`config.mk`:
```
export PLATFORM = sky130hd
export DESIGN_NAME = memory_access_stage
export DESIGN_NICKNAME = d
export VERILOG_FILES = /design/src/rtl/mem_pkg.sv /design/src/rtl/lsu_data_align.sv /design/src/rtl/memory_access_stage.sv
export SDC_FILE = /design/constraint.sdc
export NUM_CORES = 1
export LEC_CHECK = 0
export ABC_CLOCK_PERIOD_IN_PS = 2400
export BUFFER_PORTS_ARGS = -buffer_cell sky130_fd_sc_hd__buf_2
export CAP_MARGIN = 20
export CORE_MARGIN = 2
export CORE_UTILIZATION = 45
export CTS_BUF_LIST = sky130_fd_sc_hd__clkbuf_8
export DETAILED_ROUTE_END_ITERATION = 7
export PLACE_DENSITY = 0.73
export SLEW_MARGIN = 0
export SYNTH_ARGS = -nofsm -noshare
export SYNTH_HDL_FRONTEND = slang
export SYNTH_HIERARCHICAL = 1
export SYNTH_SLANG_ARGS = --single-unit
```
`constraint.sdc`:
```
create_clock -name clk -period 2.4 [get_ports clk]
set_input_delay 0.36 -clock clk [delete_from_list [all_inputs] [get_ports clk]]
set_output_delay 0.36 -clock clk [all_outputs]
set_load 0.05 [all_outputs]
```
`src/rtl/mem_pkg.sv`:
```
// Shared encodings for the MEM-stage load/store unit: Funct3 sizes, FSM states,
// wait-counter width and byte-enable patterns.
package mem_pkg;

  localparam logic [2:0] F3_B  = 3'b000;
  localparam logic [2:0] F3_H  = 3'b001;
  localparam logic [2:0] F3_W  = 3'b010;
  localparam logic [2:0] F3_BU = 3'b100;
  localparam logic [2:0] F3_HU = 3'b101;

  typedef logic [1:0] mem_state_t;
  localparam mem_state_t S_IDLE = 2'd0;
  localparam mem_state_t S_BUSY = 2'd1;
  localparam mem_state_t S_DONE = 2'd2;

  localparam int WAIT_W = 8;

  localparam logic [3:0] BE_BYTE    = 4'b0001;
  localparam logic [3:0] BE_HALF_LO = 4'b0011;
  localparam logic [3:0] BE_HALF_HI = 4'b1100;
  localparam logic [3:0] BE_WORD    = 4'b1111;

endpackage

```
`src/rtl/lsu_data_align.sv`:
```
// Combinational data path of the load/store unit: store lane steering, load
// extraction with sign/zero extension, and access fault detection.
module lsu_data_align
  import mem_pkg::*;
(
  input  logic        access,
  input  logic        is_store,
  input  logic [2:0]  funct3,
  input  logic [1:0]  offset,
  input  logic [31:0] store_data,
  input  logic [2:0]  load_funct3,
  input  logic [1:0]  load_offset,
  input  logic [31:0] load_word,
  output logic [3:0]  be,
  output logic [31:0] wdata,
  output logic [31:0] load_data,
  output logic        fault
);

  logic        illegal;
  logic        misaligned;
  logic [31:0] shifted;
  logic [7:0]  load_byte;
  logic [15:0] load_half;

  always_comb begin
    illegal    = 1'b0;
    misaligned = 1'b0;
    case (funct3)
      F3_B:  misaligned = 1'b0;
      F3_H:  misaligned = offset[0];
      F3_W:  misaligned = |offset;
      F3_BU: illegal = is_store;
      F3_HU: begin
        illegal    = is_store;
        misaligned = offset[0];
      end
      default: illegal = 1'b1;
    endcase
    fault = access & (illegal | misaligned);
  end

  // Reads always fetch the whole word; the byte/half is picked out on return.
  always_comb begin
    be    = BE_WORD;
    wdata = 32'h0;
    if (is_store) begin
      case (funct3[1:0])
        2'b00: begin
          be    = BE_BYTE << offset;
          wdata = {4{store_data[7:0]}};
        end
        2'b01: begin
          be    = offset[1] ? BE_HALF_HI : BE_HALF_LO;
          wdata = {2{store_data[15:0]}};
        end
        default: begin
          be    = BE_WORD;
          wdata = store_data;
        end
      endcase
    end
  end

  always_comb begin
    shifted   = load_word >> {load_offset, 3'b000};
    load_byte = shifted[7:0];
    load_half = load_offset[1] ? load_word[31:16] : load_word[15:0];
    case (load_funct3)
      F3_B:    load_data = {{24{load_byte[7]}}, load_byte};
      F3_H:    load_data = {{16{load_half[15]}}, load_half};
      F3_BU:   load_data = {24'h0, load_byte};
      F3_HU:   load_data = {16'h0, load_half};
      default: load_data = load_word;
    endcase
  end

endmodule

```
`src/rtl/memory_access_stage.sv`:
```
// MEM-stage load/store unit: issues one req/ack transaction per memory instruction,
// stalls the pipeline until it completes or times out, and formats load data.
module memory_access_stage
  import mem_pkg::*;
#(
  parameter int MAX_WAIT = 255
) (
  input  logic        clk,
  input  logic        rst_n,
  input  logic        MemReadM,
  input  logic        MemWriteM,
  input  logic [2:0]  Funct3M,
  input  logic [31:0] ALUResultM,
  input  logic [31:0] WriteDataM,
  output logic [31:0] ReadDataM,
  output logic        StallM,
  output logic        MisalignedM,
  output logic        BusErrM,
  output logic        dmem_req,
  output logic        dmem_we,
  output logic [31:0] dmem_addr,
  output logic [3:0]  dmem_be,
  output logic [31:0] dmem_wdata,
  input  logic        dmem_ack,
  input  logic [31:0] dmem_rdata
);

  mem_state_t        state;
  logic [WAIT_W-1:0] wait_count;
  logic [2:0]        load_funct3;
  logic [1:0]        load_offset;
  logic              access;
  logic              fault;
  logic [3:0]        be;
  logic [31:0]       wdata;
  logic [31:0]       load_data;

  assign access = MemReadM | MemWriteM;

  lsu_data_align u_align (
    .access      (access),
    .is_store    (MemWriteM),
    .funct3      (Funct3M),
    .offset      (ALUResultM[1:0]),
    .store_data  (WriteDataM),
    .load_funct3 (load_funct3),
    .load_offset (load_offset),
    .load_word   (dmem_rdata),
    .be          (be),
    .wdata       (wdata),
    .load_data   (load_data),
    .fault       (fault)
  );

  assign MisalignedM = fault;
  assign StallM      = (state == S_BUSY) || ((state == S_IDLE) && access && !fault);

  // Size and offset are latched with the request so formatting does not depend on
  // the pipeline holding its inputs steady through BUSY.
  always_ff @(posedge clk or negedge rst_n) begin
    if (!rst_n) begin
      state       <= S_IDLE;
      wait_count  <= '0;
      dmem_req    <= 1'b0;
      dmem_we     <= 1'b0;
      dmem_addr   <= 32'h0;
      dmem_be     <= 4'h0;
      dmem_wdata  <= 32'h0;
      load_funct3 <= 3'b000;
      load_offset <= 2'b00;
      ReadDataM   <= 32'h0;
      BusErrM     <= 1'b0;
    end else begin
      BusErrM <= 1'b0;
      case (state)
        S_IDLE: begin
          if (access && !fault) begin
            dmem_req    <= 1'b1;
            dmem_we     <= MemWriteM;
            dmem_addr   <= {ALUResultM[31:2], 2'b00};
            dmem_be     <= be;
            dmem_wdata  <= wdata;
            load_funct3 <= Funct3M;
            load_offset <= ALUResultM[1:0];
            wait_count  <= '0;
            state       <= S_BUSY;
          end
        end
        S_BUSY: begin
          if (dmem_ack) begin
            dmem_req <= 1'b0;
            if (!dmem_we) ReadDataM <= load_data;
            state <= S_DONE;
          end else if (wait_count == WAIT_W'(MAX_WAIT - 1)) begin
            dmem_req  <= 1'b0;
            ReadDataM <= 32'h0;
            BusErrM   <= 1'b1;
            state     <= S_DONE;
          end else begin
            wait_count <= wait_count + 1'b1;
          end
        end
        S_DONE: begin
          wait_count <= '0;
          state      <= S_IDLE;
        end
        default: state <= S_IDLE;
      endcase
    end
  end

endmodule

```
Word-level counts from Yosys, hierarchy flattened
Index checks and enable logic that the tools add are counted.
{ "totals": {"regBits": 116, "in_bits": 104, "output_inout_bits": 105, "wordCells": 81} }
{ "classes": {"addsub": 1, "eq_ne": 16, "shift": 2, "n_mux": 27, "n_bitwise": 3, "n_reduce_logical": 21} }
{ "ops": {"columns": ["op", "count"], "rows": [
  ["32-bit 2-to-1 mux", 4],
  ["32-bit one-hot mux with 4 select lines", 1],
  ["32-bit one-hot mux with 2 select lines", 1],
  ["32-bit by 5-bit right shift with 8-bit output", 1],
  ["8-bit 2-to-1 mux", 3],
  ["8-bit one-hot mux with 3 select lines", 1],
  ["16-bit 2-to-1 mux", 1],
  ["3-bit equality test, second input constant", 4],
  ["8-bit by 1-bit adder with 8-bit output, second input constant", 1],
  ["8-bit equality test, second input constant", 1],
  ["4-bit 2-to-1 mux", 2],
  ["4-bit one-hot mux with 2 select lines", 1],
  ["3-bit by 1-bit equality test with 1-bit output, second input constant", 2],
  ["3-bit logical NOT", 2],
  ["1-bit 2-to-1 mux", 6],
  ["2-bit 2-to-1 mux", 3],
  ["2-bit inequality test, second input constant", 3],
  ["1-bit one-hot mux with 2 select lines", 3],
  ["3-bit AND reduction", 2],
  ["2-bit OR reduction", 3],
  ["2-bit by 1-bit equality test with 1-bit output, second input constant", 2],
  ["2-bit logical NOT", 2],
  ["2-bit one-hot mux with 2 select lines", 1],
  ["2-bit AND reduction", 2],
  ["14 further kinds", 18]
]} }

Depth between registers and ports, before layout
Gate-level depths: netlist (run 1).
{ "logic_depth": {"depth_word": 9, "ltp_mapped": 9, "mapped_depth_nobuf": 7} }

By module
The synthesis (run 1) kept the hierarchy.
{ "by_module_without_submodules": {"columns": ["mod", "instances", "cells_per_inst", "area_each_um2", "seq_area_each_um2"], "rows": [
  ["memory_access_stage", 1, 297, 4491.8, 2902.8],
  ["lsu_data_align", 1, 222, 1416.4, 0.0]
]} }

Worst setup path after synthesis (run 1)
OpenSTA, ideal clock, no wires.
{ "synth_timing": {"path_type": "in2out", "startpoint": "in Funct3M[1]", "endpoint": "out StallM", "t_arrival_ns": 2.217, "path_slack_ns": -0.177, "cell_stages": 9, "n_path_buf": 3, "path_cell_list": "clkbuf_1 > a21oi_1 > nor2_1 > o211a_1 > o21ba_2 > nand2_1 > buf_2 > buf_4 > nand2_1"} }
{ "synth_via": {"elab_chain_len": 8, "word_cells_on_any_way": 15} }
{ "synth_rtl": {"columns": ["element", "line", "source"], "rows": [
  ["start: declaration", "memory_access_stage.sv:12", "input logic [2:0] Funct3M,"],
  ["3-bit by 1-bit equality test with 1-bit output, or another cell as far along", "lsu_data_align.sv:29", "case (funct3)"],
  ["3-bit OR reduction (no line) / 2-bit OR reduction (equally long branches)", null, null],
  ["1-bit one-hot mux with 2 select lines", "lsu_data_align.sv:29", null],
  ["1-bit bitwise OR (*)", "lsu_data_align.sv:40", "fault = access & (illegal | misaligned);"],
  ["1-bit bitwise AND (*)", "lsu_data_align.sv:40", null],
  ["net MisalignedM", "memory_access_stage.sv:17", "output logic MisalignedM,"],
  ["1-bit logical NOT (*)", "memory_access_stage.sv:56", "assign StallM = (state == S_BUSY) || ((state == S_IDLE) && access && !fault);"],
  ["1-bit logical AND (*)", "memory_access_stage.sv:56", null],
  ["1-bit logical OR (*)", "memory_access_stage.sv:56", null],
  ["end: declaration", "memory_access_stage.sv:16", "output logic StallM,"]
]} }
Mark *: on every way through the listed nets, which the timed path passes. The rest lies on a longest branch.

Worst setup path in the final report (run 1)
{ "layout_timing": {"startpoint": "in ALUResultM[1]", "endpoint": "out StallM"} }
{ "layout_via": {"elab_chain_len": 7} }
{ "layout_rtl": {"columns": ["element", "line", "source"], "rows": [
  ["start: declaration", "memory_access_stage.sv:13", "input logic [31:0] ALUResultM,"],
  ["2-bit OR reduction", "lsu_data_align.sv:32", "F3_W: misaligned = |offset;"],
  ["1-bit one-hot mux with 2 select lines", "lsu_data_align.sv:29", null],
  ["1-bit bitwise OR", "lsu_data_align.sv:40", null],
  ["1-bit bitwise AND", "lsu_data_align.sv:40", null],
  ["1-bit logical NOT", "memory_access_stage.sv:56", null],
  ["1-bit logical AND", "memory_access_stage.sv:56", null],
  ["1-bit logical OR", "memory_access_stage.sv:56", null]
]} }
No other way between the ends.

==> results.md, run 1 <==
* Max cap viols at 0
* Crit path from: ALUResultM[1]
* Library cells used by synthesis at 47
* Cells after Synth at 519
* Congestion Overflow GR at 0
* Psw at 5.450 mW
* FF+latch count, synth at approximately 120
* Drt initial violations at 339
* HPWL after DPL at 11.24 mm
* Core Rows at 41
* Largest net degree at the start of global routing at 75
* Crit Path Class: input port to output pin
* Reg2reg end: ReadDataM[3]
* Layout area overhead at 26.96%
* Max Clk Rate at 494.4 MHz
* # hold bufs at CTS at 1
* Final nets at 825
* Clk pin slew, worst setup/hold paths at 70 ps
* Commonest cells post-synth: dfrtp_1, mux2_2, nand2_1, a22o_1, mux2i_1
* Reg power frac at 29.4%
* Yosys warns at 6
* Initial antenna violation count at 1
* Worst setup SP type: input port
* Die area at 0.01406 sq mm
* Number of global-route vias before repair at 5001
* Final WL at 15.62 mm
* Clock power frac at 16.0%
* DP Worst Slack at a little over 300 ps
* Top-area cell type share of the netlist area at 49.13%
* DR vias/cell at about 5.5
* Sequential area share after synthesis at 49.13%
* Final setup fails at 0
* CP Data Arrival Time at 1660 ps
* Post-CTS Setup Inserts at 0
* Reg2reg path depth at 5
* Layout Utilization at about three fifths
* Hold Path Class: input port to flip-flop
* Worst slew pin tran at 614.8 ps
* Peak supply drop at between 0.8 and 0.9 mV
* Synth top area cells: dfrtp_1, mux2_2, a22o_1
* Hold depth at 2
* Clock buffer depth at 2
* Starting density of the core at about 46%
* Clk_lat worst skew at 440 ps
* Inserted Clock Buffers at 17
* Final setup TNS at 0 ps
* Setup clock skew after layout at 9.918 ps
* Yosys top cell by area: dfrtp_1
* Final Hold Fails at 0
* Number of synthesized flops with an enable pin at 0
* Hold path startpoint: ALUResultM[7]
* Via count at slightly below 5000
* Die width at about 120 um
* Unrepaired setup endpoints after global routing: no
* Mean Syn Cell Area at about 11 sq um
* Cell Area, Synth at roughly 0.006 sq mm
* Logic pwr share at 54.6%
* Residual DRC at 0
* Port bufs at slightly above 200
* Lkg Pwr at around 3.9 nW
* Hold EP: dmem_addr[7]
* CP Data Required Time at 2040 ps
* Reg-to-Reg Start: load_offset[0]
* Global-route wire length before repair at 25.36 mm
* Final GP Congestion at 0.8698
* Most frequent cell after synthesis: dfrtp_1
* Endpoint class of the critical path: output pin
* Ports at approximately 210
* Most used DFF post-synth: dfrtp_1
* Gates resized, CTS repair at 0
* Layout cell share with drive strength beyond 1 at 45.83%
* CTS Sinks at 116
* Die Y at 118.6 um
* Final WS setup at 377.3 ps
* Status: finished, final reports clean
* Root buf cell: clkbuf_8
* Core Region at about 0.013 sq mm
* Reg2Reg Setup Slack at 620 ps
* Final Max Slew Viols at 0
* H-tree levels at 4
* Fin crit share at between 80 and 90%
* Pwr Total at 11.02 mW
* Remaining antenna violation count after routing at 0
* Post-synth ARST share at between 90% and 100%
* Total track usage at a little under a quarter
* Detailed-routing iteration count for the pre-antenna-repair pass at 5
* Pwr Density at 1469 mW/mm^2
* Clock tree from TritonCTS: built
* Worst slew margin at 58.86%
* CP max FO at 5
* Net Sw Frac at 49.46%
* Tmin final at ~2000 ps
* Power Internal at 5.569 mW
* Routed len/inst at 17.28 um
power groups by stage:
stage | Clock [mW] | Sequential [mW] | Combinational [mW]
after CTS | 1.80 | 3.25 | 6.05
after global routing | 1.91 | 3.35 | 6.33
after detailed placement | 0 | 3.27 | 6.03
after global placement | 0 | 3.22 | 5.96
final | 1.76 | 3.24 | 6.01
after floorplan | 0 | 5.77 | 2.09
registers in the layout, summed over array words and instances (netlist names), 2 cells and up:
| register | flops |
|---|---|
| dmem_wdata | 32 |
| state | 2 |
| load_offset | 2 |
| ReadDataM | 32 |
| dmem_addr | 30 |
| dmem_be | 4 |
| load_funct3 | 3 |
| wait_count | 8 |
cell families after synthesis:
family	share of synthesized area (%)
adder cells (fa/ha/maj)	0.4235
AO/OA/AOI/OAI	14.74
multiplexers	19.38
other	0.06347
AND/OR/NAND/NOR	11.92
flip-flops	49.13
buffers and inverters	4.341
how the worst max path moves through the flow:
stage	endpoint	slack, ps	cells after the start
after floorplan	StallM	20	9
after global placement	wait_count[4]	410	8
after detailed placement	wait_count[6]	300	8
after CTS	StallM	400	8
after global routing	StallM	320	3
final	StallM	380	8
cells in the final DEF (no fill, tap or decap), drive strengths merged, types with 2 or more instances in the layout:
cell,netlist,routed
a22o,40,40
ha,2,2
mux2i,30,30
inv,7,10
nor3,6,6
clkbuf,16,20
a21oi,9,9
conb,1,2
clkinv,0,3
nor4,3,3
a21boi,8,8
mux2,73,73
a211o,2,2
nor2,11,11
and2,18,18
a221o,8,8
nand3b,8,8
o21ai,24,24
nor2b,17,17
clkinvlp,0,3
buf,26,221
dfrtp,116,116
o22a,11,11
nand3,6,6
bufinv,0,2
nand2,57,57
and3,3,3
layout make-up:
cell class	instances	area, sq um
timing repair buffer	222	1194
clock inverter	11	112.6
clock buffer	20	275.3
sequential	116	2903
inverter	7	26.28
fill	1128	5221
tap	172	215.2
multi-input combinational	355	2773
antenna	1	2.502
through the flow:
step           cell area, sq um  hold slack (ps)  std cells
2_1_floorplan              5914            64.41        520
3_3_place_gp               7101            387.2        871
3_5_place_dp               7101            387.5        871
4_1_cts                    7498            123.3        903
5_1_grt                    7498            127.1        903
6_report                   7501            154.0        904
layer usage:
layer	up-vias	share of wire [%]	routed length (um)	global-route usage [%]
met3	28	8.2	1287	7.095
met2	229	48	7533	37.18
met5	-	0	0	0
li1	2259	-	-	-
met1	2446	41	6412	28.26
met4	0	2.5	387	9.524
worst max-delay path, cell delays in order:
cell and delay (ps):
buf_2 130, nor3_1 200, nor2_1 60, o211a_2 250, o21ba_2 270, nand2_4 70
nand2_2 60, buf_2 270
Note: power is estimated with default switching activity, not from simulation.
==> run 2: changes to the inputs <==
ABC_AREA = 1   (was unset)
ABC_CLOCK_PERIOD_IN_PS = 1700   (was 2400)
PLACE_DENSITY = 0.75   (was 0.73)
clock period = 1.7 ns   (was 2.4 ns; I/O delays follow)
==> run 2 against run 1 <==
Against the previous run: die area grew 9.6%; largest cell class unchanged; power grew 44%; via count grew 26%; highest routed layer unchanged; sequential share of layout area shrank 3.1 points.
==> results.md, run 2 <==
* Global-route wire length before repair at 27.77 mm
* Crit Path Class: flip-flop to output pin
* Commonest cells post-synth: nand2_1, dfrtp_1, inv_1, nor2_1, o21ai_1
* Detailed-routing iteration count for the pre-antenna-repair pass at 5
* Clk_lat worst skew at approximately 440 ps
* Reg2reg path depth at 10
* Die area at 0.01540 sq mm
* Design area at around 0.008 sq mm
* Root buf cell: clkbuf_8
* Initial antenna violation count at 0
* Library cells used by synthesis at 35
* Peak supply drop at 1.366 mV
* Total track usage at 23.07%
* Max Clk Rate at roughly 600 MHz
* Area of the multi-input gates at 0.002773 sq mm
* Pwr Density at 1940 mW/mm^2
* Global Route met1 Usage at 29.87%
* Final GP Congestion at about 0.86
* Post-DP Area at 0.007701 sq mm
* Storage cell area at 0.002904 sq mm
* Final Hold Fails at 0
* Setup clock skew after layout at 9.214 ps
* Top-area cell type share of the netlist area at about 45%
* Residual DRC at 0
* CP Data Arrival Time at between 1000 and 1500 ps
* Number of synthesized flops with an enable pin at 0
* Hold path startpoint: ALUResultM[9]
* DR vias/cell at between 4 and 5
* Most frequent cell after synthesis: nand2_1
* # diodes at 0
* Sequential area share after synthesis at 44.71%
* Cell Area, Synth at 0.006492 sq mm
* Yosys top cell by area: dfrtp_1
* Port bufs at approximately 210
* Mean Syn Cell Area at 7.471 sq um
* Lkg Pwr at 4.666 nW
* Fill cells at 1348
* CP max FO at 3
* Hold slack at 34.72 ps
* Core Region at 0.01399 sq mm
* Most used DFF post-synth: dfrtp_1
* H-tree levels at 4
* Synth top area cells: dfrtp_1, nand2_1, inv_1
* Gr busiest metal: met2
* Ports at 209
* Final Max Slew Viols at 0
* Remaining antenna violation count after routing at 0
* Yosys warns at 6
* Most frequent cells in the layout: nand2_1, buf_2, inv_1
* Die Y at 124.1 um
* Reg2Reg Setup Slack at 180 ps
* Largest net degree at the start of global routing at 55
* Layout area overhead at 25.73%
* Number of global-route vias before repair at 5915
* Most common cell after layout, fill and taps aside: nand2_1
* Post-synth ARST share at 100.0%
* Top Registers: ReadDataM x32, dmem_wdata x32, dmem_addr x30
* Hold depth at 3
* Via count at 6268
* Inserted Clock Buffers at 17
* Clk pin slew, worst setup/hold paths at 80 ps
* Reg2reg end: ReadDataM[26]
* CP Data Required Time at approximately 1400 ps
* Status: finished, final reports clean
* Cells after Synth at 869
* Unrepaired setup endpoints after global routing: no
* Final setup fails at 0
* Clock tree from TritonCTS: built
* FF+latch count, synth at 116
* Routed len/inst at 13.46 um
* Worst setup SP type: flip-flop
* Final WL at 17.00 mm
* Hold EP: dmem_addr[9]
* Hold Path Class: input port to flip-flop
* CTS Sinks at 116
* Met2 global-route usage at 37.12%
* Final nets at 1177
* Reg-to-Reg Start: wait_count[0]
* Layout cell share with drive strength beyond 1 at 29.73%
* Core Rows at 43
* Starting density of the core at 46.41%
* Max cap viols at 0
* Die width at 124.1 um
* Endpoint class of the critical path: output pin
* Drt initial violations at 374
* Fin crit share at 95.77%
* Clock buffer depth at 2
* Finished Layout Cells at roughly 1300
* Inst Count DP at around 1200
* HPWL after DPL at approximately 12 mm
* GR Util met3 at 6.777%
* Tmin final at 1628 ps
* Congestion Overflow GR at 0
run 2: cell count changes after synthesis, sizes merged, moves of 32 or more:
| cell | delta |
|---|---|
| a22o | -40 |
| nand2 | +205 |
| nand3 | +58 |
| nand4 | +32 |
| nor2 | +55 |
| mux2 | -73 |
| o21ai | +72 |
| inv | +116 |
run 2: how the worst max path moves through the flow:
stage,start,end,depth (start not counted)
floorplan,Funct3M[1],dmem_wdata[17],11
global placement,ALUResultM[0],dmem_wdata[15],11
detailed placement,ALUResultM[0],dmem_wdata[15],11
CTS,state[0],StallM,4
global route,state[0],StallM,4
finish,state[0],StallM,4
run 2: power by group:
part | switching [mW] | total, mW | internal (mW)
Clock | 1.23 | 2.77 | 1.55
Combinational | 6.38 | 8.51 | 2.13
Sequential | 0.715 | 4.56 | 3.84
run 2: timing repair:
| item | 4_1_cts | 5_1_grt |
|---|---|---|
| setup buffers | 1 | 1 |
| hold buffers | 1 | 0 |
| pin swaps | 1 | 0 |
| endpoints found under the setup margin | 1 | 1 |
| endpoints found under the hold margin | 20 | 0 |
| resized for setup | 2 | 1 |
run 2: per-stage QoR:
step	util (%)	worst slack, ps	total power, mW	TNS [ps]
2_1_floorplan	-	22.94	11.09	0
3_3_place_gp	55.05	42.51	12.96	0
3_5_place_dp	55.05	-16.94	13.09	-51.53
4_1_cts	58.29	15.23	15.92	0
5_1_grt	58.35	9.549	16.87	0
6_report	58.35	71.96	15.84	0
run 2: worst max-delay path, cell delays in order (launching register included):
cell and delay [ps]:
dfrtp_2 450, nor2_4 160, nand3_4 110, nand2_8 70, buf_12 130
run 2: cells by family after synthesis:
logic type	synth area share [%]
AND/OR/NAND/NOR	30.45
flip-flops	44.71
buffers and inverters	13.24
adder cells (fa/ha/maj)	0.3854
other	0.05776
AO/OA/AOI/OAI	11.16
run 2: layer usage:
| layer | vias up | routed length, um | part of all wire, % |
|---|---|---|---|
| met5 | - | 0 | 0 |
| met4 | 0 | 287 | 1.7 |
| met3 | 27 | 1543 | 9.1 |
| met2 | 287 | 7822 | 46 |
| met1 | 2805 | 7347 | 43 |
| li1 | 3149 | - | - |
run 2: final cells by class:
| cell class | instances | area share (%) |
|---|---|---|
| timing repair buffer | 235 | 16.62 |
| tap | 180 | 2.759 |
| multi-input combinational | 576 | 33.97 |
| inverter | 125 | 5.840 |
| clock inverter | 12 | 2.039 |
| clock buffer | 19 | 3.204 |
| sequential | 116 | 35.58 |
==> run 3: changes to the inputs <==
PLACE_DENSITY = unset   (was 0.75)
PLACE_DENSITY_LB_ADDON = 0.2   (was unset)
==> run 3 against run 2 <==
Against the previous run: wire length up 0.68%; die area unchanged; cell area about the same; core utilization about the same; clock skew down 2.4 ps; fmax up 1.6%; critical path depth unchanged.
==> results.md, run 3 (synthesis results as in run 2) <==
* Worst setup SP type: flip-flop
* Reg2reg path depth at 7
* HPWL after DPL at 12.47 mm
* Die area at 0.01540 sq mm
* Lkg Pwr at 4.686 nW
* Number of global-route vias before repair at 5633
* Clk_lat worst skew at 440 ps
* Reg2Reg Setup Slack at 160 ps
* Routed len/inst at 13.52 um
* Fin crit share at between 90% and 100%
* Largest net degree at the start of global routing at 66
* Ports at 209
* Hold depth at 3
* Finished Layout Cells at around 1300
* Final WS setup at approximately 97 ps
* Clock buffer depth at 2
* Status: finished, final reports clean
* Most common cell after layout, fill and taps aside: nand2_1
* CP max FO at 3
* Top Registers: ReadDataM x32, dmem_wdata x32, dmem_addr x30
* DP Worst Slack at -49.65 ps
* CP Data Required Time at between 1000 and 1500 ps
* Hold path startpoint: ALUResultM[8]
* Detailed-routing iteration count for the pre-antenna-repair pass at 6
* Crit Path Class: flip-flop to output pin
* Area of the multi-input gates at 0.002778 sq mm
* Final GP Congestion at 0.8787
* H-tree levels at 4
* Hold EP: dmem_addr[8]
* Die width at 124.1 um
* Root buf cell: clkbuf_8
* Starting density of the core at 46.41%
* Core Region at 0.01399 sq mm
* Remaining antenna violation count after routing at 0
* Final WL at 17.12 mm
* Endpoint class of the critical path: output pin
* Most frequent cells in the layout: nand2_1, buf_2, inv_1
* Max Clk Rate at 623.9 MHz
* Core Rows at 43
* Total track usage at a little under a quarter
* Clock tree from TritonCTS: built
* Storage cell area at 0.002905 sq mm
* Congestion Overflow GR at 0
* Fill cells at 1385
* Reg2reg end: ReadDataM[31]
* Layout area overhead at 25.80%
* Port bufs at between 200 and 250
* Max cap viols at 0
* # diodes at 0
* Initial antenna violation count at 0
* Unrepaired setup endpoints after global routing: no
* Layout Utilization at 58.39%
* Final Hold Fails at 0
* Inst Count DP at 1233
* Die Y at 124.1 um
* Peak supply drop at around 1.2 mV
* CP Data Arrival Time at 1350 ps
* CTS Sinks at 116
* Reg-to-Reg Start: load_offset[1]
* Via count at 6221
* Inserted Clock Buffers at 17
* Clk pin slew, worst setup/hold paths at 70 ps
* DR vias/cell at 4.914
* Final Max Slew Viols at 0
* Hold Path Class: input port to flip-flop
* Drt initial violations at 393
* Final nets at about 1200
* Residual DRC at 0
* Tmin final at roughly 1600 ps
* Setup clock skew after layout at about 6.8 ps
* Final setup TNS at 0 ps
* Global-route wire length before repair at 27.91 mm
* Final setup fails at 0
* Pwr Density at 1934 mW/mm^2
* Layout cell share with drive strength beyond 1 at 30.02%
==> run 3: cell types whose count changed in the layout (fill, tap and decap cells not counted), sizes merged <==
cell | before | now
buf | 234 | 237
clkbuf | 19 | 22
clkinv | 4 | 7
clkinvlp | 2 | 0
inv | 128 | 124
==> run 3: final cells by class <==
cell class / count / share of cell area (%)
Multi-Input combinational cell: 576 / 34.01
Clock buffer: 22 / 3.707
Tap cell: 180 / 2.757
Clock inverter: 9 / 1.547
Sequential cell: 116 / 35.57
Timing Repair Buffer: 238 / 16.57
Inverter: 125 / 5.836
==> run 3: routing by layer <==
metal  vias to the layer above  GRT usage [%]  part of all wire, %
met1                      2816          30.65                   43
met2                       224          36.95                   47
met3                        23          6.960                  8.1
met5                         -              0                    0
met4                         0          8.216                  1.5
li1                       3158              -                    -
==> run 3: worst max path at each step <==
stage	slack, ps	to	start
after floorplan	20	dmem_wdata[17]	Funct3M[1]
after global placement	-20	dmem_wdata[15]	ALUResultM[0]
after detailed placement	-50	dmem_wdata[16]	ALUResultM[0]
after CTS	30	StallM	state[0]
after global routing	2	StallM	ALUResultM[0]
final	100	StallM	state[1]
==> run 3: worst max-delay path, stage by stage, from the launching register on <==
cell and delay (ps):
dfrtp_1 430, nor2_4 160, nand3_4 110, nand2_8 70
buf_12 130
==> run 3: metrics by stage <==
stage          hold WS (ps)  power, mW  instance area, sq um
2_1_floorplan        -40.59      11.09                  6533
3_3_place_gp          281.7      13.00                  7706
3_5_place_dp          278.4      13.12                  7706
4_1_cts               10.39      15.94                  8162
5_1_grt               16.42      16.86                  8168
6_report              38.26      15.79                  8168
==> run 3: power by group <==
group | switching [mW] | total, mW | internal [mW]
logic | 6.37 | 8.49 | 2.12
registers | 0.705 | 4.55 | 3.85
clock network | 1.12 | 2.75 | 1.63
==> run 3: what timing repair did <==
action                                  in CTS  in global routing
endpoints found under the setup margin       1                  3
setup buffers                                1                  0
hold endpoints to repair                   116                  0
resized for setup                            3                  2
pin swaps                                    1                  1
hold buffers                                 1                  0
gates cloned                                 0                  0
